[src/rtl/pipeline_stall_ctrl.sv]
// Hazard/stall sequencer for the 5-stage pipeline: load-use bubbles, multdiv
// start/freeze/release sequencing, and taken-branch flush.
module pipeline_stall_ctrl #(
  parameter int MD_TIMEOUT = 40,
  parameter int CNT_W      = 6    // must satisfy 2**CNT_W > MD_TIMEOUT
) (
  input  logic             clock,
  input  logic             reset,
  input  logic [31:0]      FD_inst,
  input  logic [31:0]      DX_inst,
  input  logic             branch_taken,
  input  logic             md_ready,
  input  logic             md_exception,
  output logic             stall_pc,
  output logic             stall_fd,
  output logic             bubble_dx,
  output logic             hold_dx,
  output logic             flush_fd,
  output logic             ctrl_mult,
  output logic             ctrl_div,
  output logic             md_latch_result,
  output logic             md_error,
  output logic             md_busy,
  output logic [CNT_W-1:0] md_cycles,
  output logic [1:0]       stateDbg
);

  typedef enum logic [1:0] {
    IDLE    = 2'd0,
    MD_RUN  = 2'd1,
    MD_DONE = 2'd2
  } mdStateT;

  localparam logic [CNT_W-1:0] TIMEOUT_LAST = CNT_W'(MD_TIMEOUT - 1);

  mdStateT          state, nextState;
  logic [CNT_W-1:0] mdCnt, cntNext;
  logic             mdErr, errNext;

  // Decode of the executing (D/X) instruction
  logic [4:0] dxOp, dxAlu, dxRd;
  logic       dxLw, dxMul, dxDiv, dxMd;

  assign dxOp  = DX_inst[31:27];
  assign dxAlu = DX_inst[6:2];
  assign dxRd  = DX_inst[26:22];
  assign dxLw  = (dxOp == 5'b01000);
  assign dxMul = (dxOp == 5'b00000) && (dxAlu == 5'b00110);
  assign dxDiv = (dxOp == 5'b00000) && (dxAlu == 5'b00111);
  assign dxMd  = dxMul | dxDiv;

  // Source fields of the F/D instruction, qualified by its opcode
  logic [4:0] fdOp, fdRs, fdRt, fdRd;
  logic       rsValid, rtValid, rdValid, loadUse;

  assign fdOp = FD_inst[31:27];
  assign fdRd = FD_inst[26:22];
  assign fdRs = FD_inst[21:17];
  assign fdRt = FD_inst[16:12];

  always_comb begin
    rsValid = 1'b0;
    rtValid = 1'b0;
    rdValid = 1'b0;
    case (fdOp)
      5'b00000: begin rsValid = 1'b1; rtValid = 1'b1; end
      5'b00101: rsValid = 1'b1;
      5'b01000: rsValid = 1'b1;
      5'b00111: begin rsValid = 1'b1; rdValid = 1'b1; end
      5'b00010: begin rsValid = 1'b1; rdValid = 1'b1; end
      5'b00110: begin rsValid = 1'b1; rdValid = 1'b1; end
      5'b00100: rdValid = 1'b1;
      default: ;
    endcase
  end

  assign loadUse = dxLw && (dxRd != 5'd0) &&
                   ((rsValid && (fdRs == dxRd)) ||
                    (rtValid && (fdRt == dxRd)) ||
                    (rdValid && (fdRd == dxRd)));

  logic stallPcC, stallFdC, bubbleDxC, holdDxC, flushFdC;
  logic ctrlMultC, ctrlDivC, latchC;

  always_comb begin
    nextState = state;
    cntNext   = mdCnt;
    errNext   = mdErr;
    stallPcC  = 1'b0;
    stallFdC  = 1'b0;
    bubbleDxC = 1'b0;
    holdDxC   = 1'b0;
    flushFdC  = 1'b0;
    ctrlMultC = 1'b0;
    ctrlDivC  = 1'b0;
    latchC    = 1'b0;
    case (state)
      IDLE: begin
        if (branch_taken) begin
          flushFdC  = 1'b1;
          bubbleDxC = 1'b1;
        end else if (dxMd) begin
          ctrlMultC = dxMul;
          ctrlDivC  = dxDiv;
          stallPcC  = 1'b1;
          stallFdC  = 1'b1;
          holdDxC   = 1'b1;
          cntNext   = '0;
          errNext   = 1'b0;
          nextState = MD_RUN;
        end else if (loadUse) begin
          stallPcC  = 1'b1;
          stallFdC  = 1'b1;
          bubbleDxC = 1'b1;
        end
      end
      MD_RUN: begin
        // Branch and load-use are masked: the frozen pipeline cannot act on them
        stallPcC = 1'b1;
        stallFdC = 1'b1;
        holdDxC  = 1'b1;
        if (mdCnt != '1) cntNext = mdCnt + 1'b1;
        if (md_ready) begin
          errNext   = md_exception;
          nextState = MD_DONE;
        end else if (mdCnt == TIMEOUT_LAST) begin
          errNext   = 1'b1;
          nextState = MD_DONE;
        end
      end
      MD_DONE: begin
        latchC    = 1'b1;
        nextState = IDLE;
      end
      default: nextState = IDLE;
    endcase
  end

  always_ff @(posedge clock) begin
    if (!reset) begin
      state <= IDLE;
      mdCnt <= '0;
      mdErr <= 1'b0;
    end else begin
      state <= nextState;
      mdCnt <= cntNext;
      mdErr <= errNext;
    end
  end

  // Every output is held low while reset is asserted
  assign stall_pc        = reset & stallPcC;
  assign stall_fd        = reset & stallFdC;
  assign bubble_dx       = reset & bubbleDxC;
  assign hold_dx         = reset & holdDxC;
  assign flush_fd        = reset & flushFdC;
  assign ctrl_mult       = reset & ctrlMultC;
  assign ctrl_div        = reset & ctrlDivC;
  assign md_latch_result = reset & latchC;
  assign md_error        = reset & mdErr;
  assign md_busy         = reset & (state != IDLE);
  assign md_cycles       = reset ? mdCnt : '0;
  assign stateDbg        = reset ? state : IDLE;

  logic unusedBits;
  assign unusedBits = ^{FD_inst[11:0], DX_inst[21:7], DX_inst[1:0]};

endmodule

[config.mk]
export PLATFORM = sky130hd
export DESIGN_NAME = pipeline_stall_ctrl
export DESIGN_NICKNAME = d
export VERILOG_FILES = /design/src/rtl/pipeline_stall_ctrl.sv
export SDC_FILE = /design/constraint.sdc
export NUM_CORES = 1
export LEC_CHECK = 0
export CAP_MARGIN = 30
export CORE_MARGIN = 3
export CORE_UTILIZATION = 55
export CTS_BUF_LIST = sky130_fd_sc_hd__clkbuf_8 sky130_fd_sc_hd__clkbuf_16
export CTS_CLUSTER_SIZE = 20
export DETAILED_ROUTE_END_ITERATION = 16
export DONT_BUFFER_PORTS = 1
export HOLD_SLACK_MARGIN = 0.1
export PLACE_DENSITY = 0.75
export SLEW_MARGIN = 20
export SYNTH_ARGS = -nofsm -noshare
export SYNTH_HDL_FRONTEND = slang
export SYNTH_SLANG_ARGS = --single-unit
[constraint.sdc]
create_clock -name clock -period 2.6 [get_ports clock]
set_input_delay 0.52 -clock clock [delete_from_list [all_inputs] [get_ports clock]]
set_output_delay 0.52 -clock clock [all_outputs]
set_load 0.01 [all_outputs]
==> impl_results.md, run 1 <==
- Worst Path Max Fanout: 2
- Ant diodes: 0
- Row count: 13
- Vias per cell: 6.200
- Die W: 46.33 µm
- Iter 0 DRT Violations: 11
- Period minus WS final: 2737 ps
- Port bufs: 0
- First-pass detailed-route iteration total: 4
- Delay-heaviest family, CP: simple AND/OR/NAND/NOR gates
- Synthesized Nets: 189
- Via Count: 868
- Post-DRT Antenna Nets: 0
- Reg2reg end: mdCnt[2]
- Max-cap violation count: 0
- RSZ-0062 raised after global routing: true
- CP max-delay cell: or4_4
- Buffer and inverter count on the worst path: 1
- Levels on crit path: 6
- LEAKAGE: 0.3598 nW
- Ports: 87
- WS Path Type: in2out
- Skew final: 0.9303 ps
- Worst min path class: in2reg
- Final setup violating endpoints: 3
- Part of the power in registers: 0.393
- Post-route setup slack: -136.5 ps
- Setup crit end kind: primary output
- Die ar.: 0.002146 mm²
- Final Wtd Congestion: 0.8046
- Detailed placement HPWL: 1751 µm
- Share of layout cells above drive strength 1: 0.1520
- Worst reg2reg path startpoint: state[0]
- Clock power share: 0.467
- Die Span Y: 46.33 µm
- Reg2Reg Depth: 5
- Crit start category: input port
- Hold Path Stages: 2
- Seq cells post-synth: 9
- PwrDens: 354.6 mW/mm²
- HP Start: reset
- Synth async-reset ratio: 0
- P_sw: 0.08306 mW
- Core box area: 0.001415 mm²
- Combinational group share of total power: 0.139
- CP max stage delay: 530 ps
- Peak supply drop: 0.0002622 V
- Area growth from synthesis to layout: 11.05%
- Final core occ: 0.7020
- Main synth FF type: dfxtp_1
- Synth Cell Area: 894.6 µm²
- Hold Crit Endpoint: mdCnt[5]
- Avg WL per Cell: 15.89 µm
- Distinct cells, synth: 40
- Initial antenna violation count: 0
- Vias in the first global route: 798
- Power Total: 0.3523 mW
- TritonCTS Buffers: 3
- Drt total wl: 2224 µm
- Fin crit share: 1.053
- R2R setup slack: 960 ps
- Final TNS setup: -376.8 ps
- First-pass GRT wire length: 3401 µm
- CTS clk-pin slew, worst paths: 40 ps
- Worst-Margin Slew: 452.1 ps
- Clock Sinks: 9
- Number of synthesized flops with an enable pin: 0
- Overall overflow remaining after global route: 0
- DRC: 0
- P_int: 0.2692 mW
- Max frequency: 0.3654 GHz
- Syn Area/Cell: 7.518 µm²
- Final Hold Vio Count: 0
- Outcome: finished, violations left
- Fin nets: 196
- Synth warn: 0
- Fill cells: 123
- CTS tree: done
- Arrival time worst endpoint: 2220 ps
- Htree depth: 1
- Clk buf depth: 2
- Worst path required time: 2080 ps
- Sequential fraction of the synthesis area: 0.2014
- CTS Root Cell: clkbuf_8
- Relative slew slack: 0.6963
- Worst-Skew Late Latency: 240 ps
- Final Max Tran Viols: 0
- Worst-path cell chain: or4_4 > a2111o_1 > nor4_4 > a21oi_1 > a221oi_2 > buf_4
- Cells after Synth: 119
- Initial core utilization: 0.6322
- Sw Share: 0.2358
- Tot GR Track Use: 0.2317
- Pin count of the biggest net entering global routing: 15
- Failing checks: setup timing
-- layout make-up --
cell class                 count  area (µm²)  share of cell area
tap                           15       18.77             0.01889
inverter                       8       30.03             0.03023
clock buffer                   3       41.29             0.04156
clock inverter                 1       3.754            0.003778
multi-input combinational     99       681.9              0.6864
timing repair buffer           5       37.54             0.03778
sequential                     9       180.2              0.1814
-- cells in the mapped netlist (2+ instances only) --
| master | instances | share of area |
|---|---|---|
| xnor2_1 | 14 | 0.14 |
| nor2_1 | 13 | 0.055 |
| nand2_1 | 12 | 0.050 |
| dfxtp_1 | 9 | 0.20 |
| inv_1 | 8 | 0.034 |
| and2_1 | 7 | 0.049 |
| a21oi_1 | 4 | 0.022 |
| nand3_1 | 4 | 0.022 |
| nor3_1 | 4 | 0.022 |
| o21ai_0 | 4 | 0.022 |
| a31oi_1 | 3 | 0.021 |
| o22ai_1 | 3 | 0.021 |
| a211oi_1 | 2 | 0.017 |
| nand2b_1 | 2 | 0.014 |
| nor4_2 | 2 | 0.028 |
| o211ai_1 | 2 | 0.017 |
| o21a_1 | 2 | 0.017 |
| or3_1 | 2 | 0.014 |
-- power groups by stage --
| stage | Combinational, mW | Sequential [mW] | Clock [mW] |
|---|---|---|---|
| global route | 0.0537 | 0.138 | 0.177 |
| floorplan | 0.0417 | 0.141 | 0 |
| CTS | 0.0490 | 0.139 | 0.168 |
| finish | 0.0491 | 0.139 | 0.165 |
| global placement | 0.0461 | 0.141 | 0 |
| detailed placement | 0.0468 | 0.141 | 0 |
-- per-layer routing --
metal / GRT usage / share of wire
met5: 0 / 0
met2: 0.3599 / 0.46
met1: 0.2657 / 0.41
met3: 0.08984 / 0.10
met4: 0.1364 / 0.020
-- state kept, by name, indices dropped and copies added (netlist names) --
| name | count |
|---|---|
| mdCnt | 6 |
| mdErr | 1 |
| state | 2 |
-- cell families (layout without fill, tap and decap cells) --
logic type | count (synthesis) | count (layout) | share of synthesized area
buf+inv | 11 | 17 | 0.05174
simple gates | 57 | 57 | 0.3721
xor+xnor | 15 | 15 | 0.1469
mux | 2 | 2 | 0.02797
fa+ha+maj | 1 | 1 | 0.01398
flops | 9 | 9 | 0.2014
compound gates | 24 | 24 | 0.1860
-- repair_timing --
item | CTS | global route
setup buffers | 1 | 0
resized for setup | 2 | 0
hold buffers | 0 | 0
pin swaps | 2 | 0
setup endpoints to repair | 3 | 3
-- layout by cell type, fill, tap and decap left out, types with 3 or more instances in the layout --
master    instances
nor3_1            4
o22ai_1           3
nand3_1           4
a21oi_1           4
nand2_1          12
clkbuf_8          3
and2_1            7
buf_4             5
a31oi_1           3
xnor2_1          14
o21ai_0           4
nor2_1           13
dfxtp_1           9
inv_1             9
-- worst max-delay path by stage --
stage,end,from,slack [ps]
after CTS,stall_fd,DX_inst[31],-110
after global placement,stall_fd,DX_inst[31],-90
after global routing,bubble_dx,DX_inst[31],-180
after detailed placement,stall_fd,DX_inst[31],-110
final,stall_fd,DX_inst[31],-140
after floorplan,stall_pc,DX_inst[31],-170
-- stage by stage --
stage	cells	hold WS, ps	worst slack [ps]	cell area (µm²)
floorplan	119	444.6	-171.9	894.6
global route	140	424.3	-177.3	993.5
CTS	140	415.5	-114.5	993.5
finish	140	419.7	-136.5	993.5
detailed placement	135	464.8	-112.0	927.1
global placement	135	458.0	-87.19	927.1
Note: power is estimated with default switching activity, not from simulation.
==> run 2: changes to the inputs <==
- PLACE_DENSITY: 0.75 -> 0.72
- clock period: 2.6 -> 3.3 ns (I/O delays scaled with it)
==> run 2 against run 1 <==
Sequential share of layout area increased by 0.99 points. Cell count shrank 3.6%. Clock skew grew 4.6 ps. Hold slack improved by 60 ps. Worst setup slack better by 370 ps. Highest routed layer unchanged. Utilization is 3.6 points lower. Wire length decreased by 7.4%. Non-clock buffer count down 5. The flow now finishes without violations. Critical endpoint is now stall_pc. Power fell by 23%. Critical path depth shrank 1. Combinational power fell by 27%.
==> impl_results.md, run 2 (synthesized netlist as in run 1, its figures left out) <==
- Fin crit share: 0.9307
- CTS tree: done
- Arrival time worst endpoint: 2410 ps (+190 ps)
- Max-cap violation count: 0 (unchanged)
- Worst-Margin Slew: 446.6 ps (-5.438 ps)
- Peak supply drop: 0.0002504 V (-4.5%)
- Reg2Reg Depth: 4 (-1)
- Max frequency: 0.3256 GHz
- Port bufs: 0 (unchanged)
- HP Start: mdErr
- Pin count of the biggest net entering global routing: 15 (unchanged)
- Htree depth: 1 (unchanged)
- Max FFs per register: 6 (unchanged)
- LEAKAGE: 0.3248 nW (-9.7%)
- Reg2reg end: mdCnt[1]
- Row count: 13 (unchanged)
- Post-DRT Antenna Nets: 0 (unchanged)
- RSZ-0062 raised after global routing: false
- Relative slew slack: 0.7000 (+0.003653)
- Drt total wl: 2059 µm (-7.4%)
- Worst path required time: 2640 ps (+560 ps)
- Overall overflow remaining after global route: 0 (unchanged)
- Worst Setup SP: DX_inst[31]
- Worst-Skew Late Latency: 240 ps (about the same)
- Initial antenna violation count: 0 (unchanged)
- Final setup violating endpoints: 0 (-3)
- TritonCTS Buffers: 3 (unchanged)
- CTS Hold Bufs: 0 (unchanged)
- Final Hold Vio Count: 0 (unchanged)
- Iter 0 DRT Violations: 16 (+5)
- Worst Path Max Fanout: 3 (+1)
- CTS clk-pin slew, worst paths: 40 ps (about the same)
- Core box area: 0.001415 mm² (unchanged)
- Period minus WS final: 3071 ps
- DRC: 0 (unchanged)
- Clk buf depth: 2 (unchanged)
- Initial core utilization: 0.6322 (unchanged)
- Worst reg2reg path startpoint: state[0]
- Final core occ: 0.6658 (-0.03625)
- R2R setup slack: 1640 ps (+680 ps)
- Top reg by flops: mdCnt
- Ports: 87 (unchanged)
- Fin nets: 191 (-2.6%)
- Post-Layout Inst Area: 942.2 µm² (-5.2%)
- First-pass detailed-route iteration total: 4 (unchanged)
- Vias in the first global route: 767 (-3.9%)
- Vias per cell: 6.326 (+2.0%)
- Tot GR Track Use: 0.2213 (-0.01049)
- Top Registers: mdCnt: 6 flops, state: 2 flops, mdErr: 1 flops
- Skew final: 5.557 ps (+4.627 ps)
- First-pass GRT wire length: 3305 µm (-2.8%)
- CTS resizes: 0 (-2)
- Die ar.: 0.002146 mm² (unchanged)
- Commonest non-fill, non-tap cell in the layout: xnor2_1
- Via Count: 854 (-1.6%)
- Final Wtd Congestion: 0.7968 (-0.97%)
- Die Span Y: 46.33 µm (unchanged)
- CP max stage delay: 550 ps (+20 ps)
- Clock Sinks: 9 (unchanged)
- Avg WL per Cell: 15.25 µm (-4.0%)
- WS Path Type: in2out
- Worst-path cell chain: or4_4 > a2111o_1 > nor4_2 > a21oi_1 > a221oi_2
- Fill cells: 129 (+4.9%)
- Share of layout cells above drive strength 1: 0.1083 (-0.04367)
- Ant diodes: 0 (unchanged)
- Setup crit end kind: primary output
- Detailed placement HPWL: 1668 µm (-4.8%)
- Outcome: complete, no violations
- Die W: 46.33 µm (unchanged)
- Commonest non-fill, non-tap cells in the layout: 14 x xnor2_1, 13 x nor2_1, 12 x nand2_1
- Final Max Tran Viols: 0 (unchanged)
- Final TNS setup: 0 ps (+376.8 ps)
- DP Area: 897.1 µm² (-3.2%)
- Hold Crit Endpoint: mdErr
- CTS Root Cell: clkbuf_8
- Worst min path class: reg2reg
- Area growth from synthesis to layout: 5.315%
- Crit start category: input port
- CP max-delay cell: or4_4
- Hold Path Stages: 2 (unchanged)
- Post-CTS Repair Setup Buffers: 0 (-1)
- PwrDens: 289.7 mW/mm² (-18%)
[run 2: changes by cell type in the layout (fill, tap and decap cells not counted)]
cell / before / now
nor4_2: 1 / 2
buf_4: 5 / 0
a211oi_2: 1 / 0
a211oi_1: 1 / 2
nor4_4: 2 / 1
[run 2: area by class of cell]
type                       count  area, µm²  area share
tap                           15      18.77     0.01992
clock buffer                   3      41.29     0.04382
sequential                     9      180.2      0.1912
multi-input combinational     99      668.1      0.7092
clock inverter                 1      3.754    0.003984
inverter                       8      30.03     0.03187
[run 2: routing by layer]
metal  routed length (µm)  share of wire  GRT usage  vias up
met5                    0              0          0        -
met4                   33          0.016     0.1023        0
met3                  246           0.12    0.09375        5
met2                  890           0.43     0.3269       49
met1                  888           0.43     0.2744      377
li1                     -              -          -      423
[run 2: worst max path at each step]
stage          depth (start not counted)  slack [ps]        to
2_1_floorplan                          6         210  stall_pc
3_3_place_gp                           5         220  stall_pc
3_5_place_dp                           5         200  stall_pc
4_1_cts                                5         200  stall_pc
5_1_grt                                5          60  stall_pc
6_report                               5         230  stall_pc
[run 2: through the flow]
| step | instances | setup slack (ps) | hold slack [ps] | power, mW |
|---|---|---|---|---|
| 2_1_floorplan | 119 | 214.7 | 444.6 | 0.1440 |
| 3_3_place_gp | 131 | 221.9 | 462.9 | 0.1461 |
| 3_5_place_dp | 131 | 200.5 | 462.3 | 0.1466 |
| 4_1_cts | 135 | 200.7 | 470.7 | 0.2760 |
| 5_1_grt | 135 | 57.41 | 508.0 | 0.2850 |
| 6_report | 135 | 228.6 | 479.6 | 0.2730 |
[run 2: report_power, final]
part           switching, mW  internal [mW]
sequential         0.0000482          0.109
clock                 0.0469         0.0813
combinational         0.0154         0.0202
[run 2: critical path: cells and delay by family]
| kind | cells | cell delay, ps |
|---|---|---|
| AND/OR/NAND/NOR | 2 | 880 |
| AO/OA/AOI/OAI | 3 | 870 |
==> run 3: changes to the inputs <==
- CTS_BUF_LIST: sky130_fd_sc_hd__clkbuf_8 sky130_fd_sc_hd__clkbuf_16 -> unset
==> run 3 against run 2 <==
Sequential cell count did not move. Cell area fell by 2.0%. Fmax did not move. Clock power fell by 31%. Hold slack improved by 2.0 ps. Cell count did not move. Worst setup slack did not move. Sequential share of layout area rose by 0.39 points. Critical path type unchanged. Critical endpoint unchanged.
==> impl_results.md, run 3 (synthesized netlist as in run 1, its figures left out) <==
- Outcome: complete, no violations
- R2R setup slack: 1630 ps (about the same)
- Tot GR Track Use: 0.2189 (-0.002379)
- CTS tree: done
- Worst min path class: reg2reg
- Clock power share: 0.380 (-0.090)
- Final Max Tran Viols: 0 (unchanged)
- P_sw: 0.05704 mW (-8.6%)
- Ant diodes: 0 (unchanged)
- Overall overflow remaining after global route: 0 (unchanged)
- Top reg by flops: mdCnt
- Skew final: 7.261 ps (+1.704 ps)
- First-pass GRT wire length: 3291 µm (-0.42%)
- Clock Sinks: 9 (unchanged)
- Max frequency: 0.3256 GHz (unchanged)
- Final Wtd Congestion: 0.7968 (unchanged)
- Post-CTS Repair Setup Buffers: 0 (unchanged)
- Finished Layout Cells: 135 (unchanged)
- PwrDens: 252.0 mW/mm² (-13%)
- Initial antenna violation count: 0 (unchanged)
- Crit start category: input port
- CTS resizes: 0 (unchanged)
- Commonest non-fill, non-tap cells in the layout: 14 x xnor2_1, 13 x nor2_1, 12 x nand2_1
- Reg2Reg Depth: 4 (unchanged)
- LEAKAGE: 0.3129 nW (-3.7%)
- Drt total wl: 2044 µm (-0.73%)
- Worst reg2reg path startpoint: state[0]
- HP Start: mdErr
- Relative slew slack: 0.7004 (about the same)
- Htree depth: 1 (unchanged)
- CTS Hold Bufs: 0 (unchanged)
- Worst-Margin Slew: 446.0 ps (-0.6537 ps)
- Ports: 87 (unchanged)
- Sw Share: 0.2452 (+0.01656)
- Fin nets: 191 (unchanged)
- Port bufs: 0 (unchanged)
- Reg2reg end: mdCnt[1]
- Top Registers: mdCnt: 6 flops, state: 2 flops, mdErr: 1 flops
- Combinational group share of total power: 0.153 (+0.022)
- Delay-heaviest family, CP: simple AND/OR/NAND/NOR gates
- M3 GR Usage: 0.08203 (-0.01172)
- Fin crit share: 0.9307 (unchanged)
- Final TNS setup: 0 ps (unchanged)
- Part of the power in registers: 0.467 (+0.067)
- Row count: 13 (unchanged)
- Final setup violating endpoints: 0 (unchanged)
- Arrival time worst endpoint: 2410 ps (about the same)
- Final Hold Vio Count: 0 (unchanged)
- RSZ-0062 raised after global routing: false
- Met1 Use GR: 0.2744 (unchanged)
- Post-DRT Antenna Nets: 0 (unchanged)
- TritonCTS Buffers: 3 (unchanged)
- Core box area: 0.001415 mm² (unchanged)
- Multi-input gate area: 668.1 µm² (unchanged)
- Reg area: 180.2 µm² (unchanged)
- Initial core utilization: 0.6322 (unchanged)
- Commonest non-fill, non-tap cell in the layout: xnor2_1
- Fill cells: 131 (+1.6%)
- Grt met2 use: 0.3269 (unchanged)
- Share of layout cells above drive strength 1: 0.1083 (unchanged)
- DRC: 0 (unchanged)
- Detailed placement HPWL: 1668 µm (unchanged)
- Area growth from synthesis to layout: 3.217%
- Max FFs per register: 6 (unchanged)
- Clk buf depth: 2 (unchanged)
- Worst-Skew Late Latency: 270 ps (+30 ps)
- Hold Crit Endpoint: mdErr
- P_int: 0.1756 mW (-17%)
- Placed insts: 131 (unchanged)
- Worst Path Max Fanout: 3 (unchanged)
- Die W: 46.33 µm (unchanged)
- CP max stage delay: 550 ps (about the same)
- Die ar.: 0.002146 mm² (unchanged)
- Pin count of the biggest net entering global routing: 15 (unchanged)
- Busiest grt layer: met2
- Hold Path Stages: 2 (unchanged)
- WS Path Type: in2out
- CTS Root Cell: clkbuf_4
- Setup crit end kind: primary output
- CP max-delay cell: or4_4
- Vias per cell: 6.244 (-1.3%)
- Worst path required time: 2640 ps (about the same)
- Iter 0 DRT Violations: 14 (-2)
- Peak supply drop: 0.0001865 V (-26%)
- Vias in the first global route: 770 (+0.39%)
- Via Count: 843 (-1.3%)
- First-pass detailed-route iteration total: 4 (unchanged)
- Worst-path cell chain: or4_4 > a2111o_1 > nor4_2 > a21oi_1 > a221oi_2
- Die Span Y: 46.33 µm (unchanged)
- CTS clk-pin slew, worst paths: 60 ps (+20 ps)
- Period minus WS final: 3071 ps (unchanged)
- Max-cap violation count: 0 (unchanged)
- Avg WL per Cell: 15.14 µm (-0.73%)
- Buffer and inverter count on the worst path: 0 (unchanged)
[run 3: worst max path at each step]
stage | startpoint | endpoint | slack [ps] | cells past startpoint
5_1_grt | DX_inst[31] | stall_pc | 60 | 5
3_5_place_dp | DX_inst[31] | stall_pc | 200 | 5
6_report | DX_inst[31] | stall_pc | 230 | 5
2_1_floorplan | DX_inst[31] | stall_pc | 210 | 6
3_3_place_gp | DX_inst[31] | stall_pc | 220 | 5
4_1_cts | DX_inst[31] | stall_pc | 200 | 5
[run 3: routing by layer]
layer / wire (µm) / vias up
li1: - / 425
met2: 881 / 43
met1: 890 / 371
met3: 239 / 4
met4: 31 / 0
met5: 0 / -
[run 3: worst min-delay path: stages, from the launching register on]
cell and delay (ps):
dfxtp_1 320, nand2_1 60, a21oi_1 60
[run 3: power groups by stage]
stage	Clock, mW	Combinational (mW)	Sequential, mW
global route	0.0968	0.0396	0.109
finish	0.0884	0.0356	0.109
detailed placement	0	0.0354	0.111
CTS	0.0921	0.0359	0.109
floorplan	0	0.0329	0.111
global placement	0	0.0350	0.111
[run 3: final cells by class]
cell class              instances  area share
flip-flops and latches          9      0.1951
multi-input cells              99      0.7236
inverters                       8     0.03252
clock buffers                   4     0.02846
well taps                      15     0.02033
[run 3: metrics by stage]
step                hold slack, ps  setup slack [ps]  instance area (µm²)  total power, mW    util
floorplan                    444.6             214.7                894.6           0.1440       -
global placement             462.9             221.9                897.1           0.1461  0.6340
detailed placement           462.3             200.5                897.1           0.1466  0.6340
CTS                          472.8             200.7                923.4           0.2366  0.6525
global route                 510.5             57.41                923.4           0.2450  0.6525
finish                       481.6             228.6                923.4           0.2327  0.6525
